==> config.mk <==
export PLATFORM = sky130hd
export DESIGN_NAME = hc_sr_scheduler
export DESIGN_NICKNAME = d
export VERILOG_FILES = /design/src/rtl/hc_sr_scheduler.sv
export SDC_FILE = /design/constraint.sdc
export NUM_CORES = 1
export LEC_CHECK = 0
export ABC_CLOCK_PERIOD_IN_PS = 4500
export CAP_MARGIN = 20
export CORE_AREA = 2 2 104 106
export CTS_BUF_LIST = sky130_fd_sc_hd__clkbuf_4 sky130_fd_sc_hd__clkbuf_8
export CTS_CLUSTER_SIZE = 16
export DETAILED_ROUTE_END_ITERATION = 8
export DIE_AREA = 0 0 106 108
export GPL_ROUTABILITY_DRIVEN = 0
export SYNTH_ARGS = -nofsm -noshare
export SYNTH_HDL_FRONTEND = slang
export SYNTH_SLANG_ARGS = --single-unit
==> constraint.sdc <==
create_clock -name Clk -period 4.5 [get_ports Clk]
set_input_delay 0.45 -clock Clk [delete_from_list [all_inputs] [get_ports Clk]]
set_output_delay 0.45 -clock Clk [all_outputs]
set_load 0.05 [all_outputs]
==> src/rtl/hc_sr_scheduler.sv <==
// hc_sr_scheduler
//   Round-robin sequencer that shares one trigger/echo timing datapath among
//   NUM_SENS HC-SR ultrasonic sensors. Each slot triggers one sensor, times
//   its echo pulse in whole microseconds, reports one status-coded result,
//   then waits a guard interval before moving on to the next sensor.
//
// Ports
//   Clk         system clock
//   Rst         synchronous reset, active-high
//   en          1 = scan continuously, 0 = finish the current slot then idle
//   echo        raw echo pins (asynchronous), one per sensor
//   trig        trigger pins, one-hot while triggering, otherwise all zero
//   busy        high in every state except IDLE
//   meas_valid  one-cycle result strobe
//   meas_id     sensor index of the result
//   meas_us     echo high time in whole microseconds
//   meas_err    0 ok, 1 no echo, 2 overrange, 3 echo stuck high at slot start
module hc_sr_scheduler #(
  parameter int  CLK_FREQ    = 50_000_000,
  parameter int  NUM_SENS    = 4,
  parameter int  TRIG_US     = 10,
  parameter int  RISE_TO_US  = 1000,
  parameter int  ECHO_MAX_US = 38000,
  parameter int  GUARD_US    = 60000,
  localparam int IDW         = $clog2(NUM_SENS)
) (
  input  logic                Clk,
  input  logic                Rst,
  input  logic                en,
  input  logic [NUM_SENS-1:0] echo,
  output logic [NUM_SENS-1:0] trig,
  output logic                busy,
  output logic                meas_valid,
  output logic [IDW-1:0]      meas_id,
  output logic [15:0]         meas_us,
  output logic [1:0]          meas_err
);

  localparam int DIV = CLK_FREQ / 1_000_000;
  localparam int PW  = $clog2(DIV);

  localparam logic [PW-1:0]  PRE_LAST   = PW'(DIV - 1);
  localparam logic [15:0]    TRIG_LAST  = 16'(TRIG_US - 1);
  localparam logic [15:0]    RISE_LAST  = 16'(RISE_TO_US - 1);
  localparam logic [15:0]    ECHO_LAST  = 16'(ECHO_MAX_US - 1);
  localparam logic [15:0]    ECHO_MAX   = 16'(ECHO_MAX_US);
  localparam logic [15:0]    GUARD_LAST = 16'(GUARD_US - 1);
  localparam logic [IDW-1:0] IDX_LAST   = IDW'(NUM_SENS - 1);

  localparam logic [1:0] ERR_OK       = 2'd0;
  localparam logic [1:0] ERR_NO_ECHO  = 2'd1;
  localparam logic [1:0] ERR_OVERRNG  = 2'd2;
  localparam logic [1:0] ERR_STUCK    = 2'd3;

  typedef enum logic [2:0] {
    S_IDLE,
    S_TRIG,
    S_WAIT_RISE,
    S_MEASURE,
    S_GUARD
  } state_t;

  state_t              state;
  logic [IDW-1:0]      idx;
  logic [PW-1:0]       pre_cnt;
  logic [15:0]         us_cnt;
  logic                stuck;
  logic [NUM_SENS-1:0] echo_meta;
  logic [NUM_SENS-1:0] echo_sync;

  logic                tick;
  logic                echo_cur;
  logic [IDW-1:0]      idx_next;

  function automatic logic [NUM_SENS-1:0] onehot(input logic [IDW-1:0] i);
    onehot    = '0;
    onehot[i] = 1'b1;
  endfunction

  // Two-flop synchroniser on every echo pin; edges reach the FSM 2 cycles late.
  always_ff @(posedge Clk) begin
    if (Rst) begin
      echo_meta <= '0;
      echo_sync <= '0;
    end else begin
      echo_meta <= echo;
      echo_sync <= echo_meta;
    end
  end

  assign tick     = (pre_cnt == PRE_LAST);
  assign echo_cur = echo_sync[idx];
  assign idx_next = (idx == IDX_LAST) ? '0 : idx + IDW'(1);

  always_ff @(posedge Clk) begin
    if (Rst) begin
      state      <= S_IDLE;
      idx        <= '0;
      pre_cnt    <= '0;
      us_cnt     <= '0;
      stuck      <= 1'b0;
      trig       <= '0;
      busy       <= 1'b0;
      meas_valid <= 1'b0;
      meas_id    <= '0;
      meas_us    <= '0;
      meas_err   <= ERR_OK;
    end else begin
      // NOTE: these are defaults; a later non-blocking assignment in the same
      // cycle (e.g. a counter restart on a state change) takes precedence.
      meas_valid <= 1'b0;
      pre_cnt    <= tick ? '0 : pre_cnt + PW'(1);
      // The microsecond counter only accumulates echo-high time in MEASURE.
      if (tick && (state != S_MEASURE || echo_cur)) begin
        us_cnt <= us_cnt + 16'd1;
      end

      case (state)
        S_IDLE: begin
          pre_cnt <= '0;
          us_cnt  <= '0;
          if (en) begin
            state <= S_TRIG;
            busy  <= 1'b1;
            // An echo already high before triggering cannot be measured.
            stuck <= echo_sync[idx];
            trig  <= echo_sync[idx] ? '0 : onehot(idx);
          end
        end

        S_TRIG: begin
          if (stuck) begin
            meas_valid <= 1'b1;
            meas_id    <= idx;
            meas_us    <= '0;
            meas_err   <= ERR_STUCK;
            state      <= S_GUARD;
            pre_cnt    <= '0;
            us_cnt     <= '0;
          end else if (tick && us_cnt == TRIG_LAST) begin
            trig    <= '0;
            state   <= S_WAIT_RISE;
            pre_cnt <= '0;
            us_cnt  <= '0;
          end
        end

        S_WAIT_RISE: begin
          if (echo_cur) begin
            state   <= S_MEASURE;
            pre_cnt <= '0;
            us_cnt  <= '0;
          end else if (tick && us_cnt == RISE_LAST) begin
            meas_valid <= 1'b1;
            meas_id    <= idx;
            meas_us    <= '0;
            meas_err   <= ERR_NO_ECHO;
            state      <= S_GUARD;
            pre_cnt    <= '0;
            us_cnt     <= '0;
          end
        end

        S_MEASURE: begin
          if (!echo_cur) begin
            // Partial microsecond since the last tick is truncated.
            meas_valid <= 1'b1;
            meas_id    <= idx;
            meas_us    <= us_cnt;
            meas_err   <= ERR_OK;
            state      <= S_GUARD;
            pre_cnt    <= '0;
            us_cnt     <= '0;
          end else if (tick && us_cnt == ECHO_LAST) begin
            meas_valid <= 1'b1;
            meas_id    <= idx;
            meas_us    <= ECHO_MAX;
            meas_err   <= ERR_OVERRNG;
            state      <= S_GUARD;
            pre_cnt    <= '0;
            us_cnt     <= '0;
          end
        end

        S_GUARD: begin
          if (tick && us_cnt == GUARD_LAST) begin
            idx     <= idx_next;
            pre_cnt <= '0;
            us_cnt  <= '0;
            if (en) begin
              state <= S_TRIG;
              stuck <= echo_sync[idx_next];
              trig  <= echo_sync[idx_next] ? '0 : onehot(idx_next);
            end else begin
              state <= S_IDLE;
              busy  <= 1'b0;
            end
          end
        end

        default: begin
          state <= S_IDLE;
          trig  <= '0;
          busy  <= 1'b0;
        end
      endcase
    end
  end

endmodule

==> results.yml <==
run_status:
  status: "complete, no violations"
synthesis:
  synth_top_family_by_area: "simple AND/OR/NAND/NOR gates"
  syn_area_sq_mm: 0.003042
  async_flop_share: 0
  synth-edff-count: 0
  post_synth_fa_ha_maj_area_fraction: 0.03702
  synth_xor_area_frac: 0.05471
  synth-seq-cells: 62
  synth_compound_area_frac: 0.1333
  synthCells: 323
  yosys_warnings: 0
  synth_ff_type: "dfxtp_1"
  yosysSeqAreaShare: 0.4081
  yosysUniqueCellTypes: 58
  synth.area.mux_share: 0.06458
  syn_area_per_cell_sq_um: 9.417
  synth_nets: 339
  synth-simple-area-share: 0.2567
worst_hold_path:
  hold_class: "flip-flop to flip-flop"
  min_from: "echo_meta[0]"
setup_path:
  rr_startpoint: "idx[0]"
  crit_fanout: 23
  crit_start: "idx[0]"
  arrival_ns: 2.83
  slowest_delay_ns: 0.87
  worstSetupPathType: "flip-flop to flip-flop"
  cp_slowest_cell: "o41ai_4"
  worst-endpoint-required_ns: 4.70
  crit_buf_inv: 1
  path_delay_family: "compound AO/OA/AOI/OAI gates"
  path_cells: "mux4_2 > inv_1 > a211oi_2 > o41ai_4 > nor2_1"
  start_kind: "flip-flop"
  end_kind: "flip-flop"
clock_tree:
  clkSinkCount: 62
  cts.reportedPaths.clkPinSlew_ns: 0.06
  cts_root_buf: "clkbuf_8"
  cts_buffers: 9
  clk_latency_ns: 0.35
  htreeDepth: 3
  cts_buffer_depth: 2
  cts_tree: "done"
  cts_hold_buf: 0
  cts_resized: 0
  post-cts-setup-buffers: 0
layout:
  area_growth_pct: 19.99
  nFillCells: 1018
  final_nets: 365
  final_area_sq_mm: 0.003650
  diodes: 0
  final_layout_size_suffix_gt1_frac: 0.1048
run:
  max_cap_violations: 0
grt:
  grt_pass1_wl_um: 11250
  grt_usage: 0.1268
  grt_pass1_vias: 2260
  grt_max_degree: 35
  antenna_found_initial: 0
  grt_overflow: 0
die:
  die_area_sq_mm: 0.01145
  start_util: 0.2973
  rows: 37
  coreArea_sq_mm: 0.01023
  io-pin-count: 33
  die_height_um: 108
  fp.dieW_um: 106
detailed_routing:
  first_pass_iters: 4
  routedWlPerCell_um: 13.83
  vias: 2387
  ant_nets: 0
  drt-vias-per-instance: 4.881
  drt-total-wl_um: 6764
  drtIter0Drc: 198
  post-route-drc-count: 0
place:
  place_ws_ns: 1.843
  placed_cell_area_sq_mm: 0.003442
  port_buffers: 32
  dpl.hpwl_um: 4673
timing:
  tightest_slew_ns: 0.8840
  fin_skew_ns: 0.009923
  timing.fmax_mhz: 379.6
  rsz0062_at_grt: "false"
  period_needed_ns: 2.635
  final_hold_viol_count: 0
  worst_slack_ns: 1.865
  tns_ns: 0
  layout_worst_path_cycle_share: 0.5855
  timing.slew.headroom: 0.4087
  slew_violations: 0
  setup_viol: 0
pwr:
  max-vdd-ir-drop_v: 0.0001209
  p_leak_uw: 0.001303
  p_per_area_mw_per_mm2: 336.7
==> report_power, final <==
part | switching (uW) | internal [uW]
logic | 84.1 | 49.5
registers | 18.2 | 563
clock network | 217 | 297
total | 320 | 909
==> metal layers <==
metal	up-vias	GRT usage	wire length [um]
met5	-	0	0
met4	0	0.05921	145
met3	13	0.03978	339
met2	60	0.1986	3054
met1	1112	0.1596	3224
li1	1202	-	-
==> final timing paths <==
path / endpoint / cells past startpoint / slack, ns
worst min-delay path: echo_sync[0] / 1 / 0.44
worst max register to register: us_cnt[11] / 5 / 1.87
worst min register to register: echo_sync[0] / 1 / 0.44
worst max-delay path: us_cnt[11] / 5 / 1.87
==> logic make-up after synthesis <==
logic type	after synthesis
mux	14
compound gates	50
fa+ha+maj	9
buf+inv	29
xor+xnor	19
flops	62
simple gates	140
==> cell usage in the layout (no fill, tap or decap), types with 3 or more instances in the layout <==
| cell type | Yosys | routed |
|---|---|---|
| nand3_1 | 9 | 9 |
| nor2_1 | 41 | 41 |
| clkbuf_8 | 0 | 12 |
| xor2_1 | 9 | 9 |
| nand2_1 | 20 | 20 |
| or3_1 | 3 | 3 |
| mux2_4 | 5 | 5 |
| and4_1 | 4 | 4 |
| xnor2_1 | 10 | 10 |
| nand4_1 | 7 | 7 |
| inv_1 | 11 | 11 |
| a22o_1 | 14 | 14 |
| o32ai_1 | 5 | 5 |
| clkdlybuf4s50_1 | 0 | 32 |
| nor2b_1 | 16 | 16 |
| a211oi_1 | 3 | 3 |
| mux2i_1 | 5 | 5 |
| a21oi_1 | 10 | 10 |
| nor3_1 | 12 | 12 |
| and3_1 | 5 | 5 |
| dfxtp_1 | 62 | 62 |
| ha_1 | 9 | 9 |
==> state kept, by name, summed over array words and instances, names as in the netlist, 3 cells and up <==
signal     cells
meas_us       16
us_cnt        16
pre_cnt        6
echo_meta      4
echo_sync      4
trig           4
state          3
==> Yosys cell counts, drive strengths merged, types with 8 or more instances <==
cell,n,share of area
dfxtp,62,0.41
nor2,43,0.058
nand2,20,0.025
nor2b,16,0.033
a22o,14,0.040
nor3,13,0.025
inv,11,0.014
a21oi,10,0.016
buf,10,0.022
xnor2,10,0.029
ha,9,0.037
nand3,9,0.015
xor2,9,0.026
clkbuf,8,0.0099
==> layout make-up <==
cell class / instances / area (sq um) / share of cell area
Clock buffer: 12 / 165.2 / 0.04525
Clock inverter: 3 / 42.54 / 0.01166
Inverter: 11 / 41.29 / 0.01131
Multi-Input combinational cell: 232 / 1662 / 0.4553
Sequential cell: 62 / 1241 / 0.3401
Tap cell: 136 / 170.2 / 0.04662
Timing Repair Buffer: 33 / 327.8 / 0.08982
==> metrics by stage <==
stage            util  hold WS (ns)  total power, uW  cells
2_1_floorplan       -        0.4138            696.2    323
5_1_grt        0.3567        0.4595             1280    489
3_3_place_gp   0.3364        0.4178            723.9    474
4_1_cts        0.3567        0.4431             1243    489
6_report       0.3567        0.4405             1229    489
3_5_place_dp   0.3364        0.4274            726.9    474
Power figures use the tool's default switching activity.
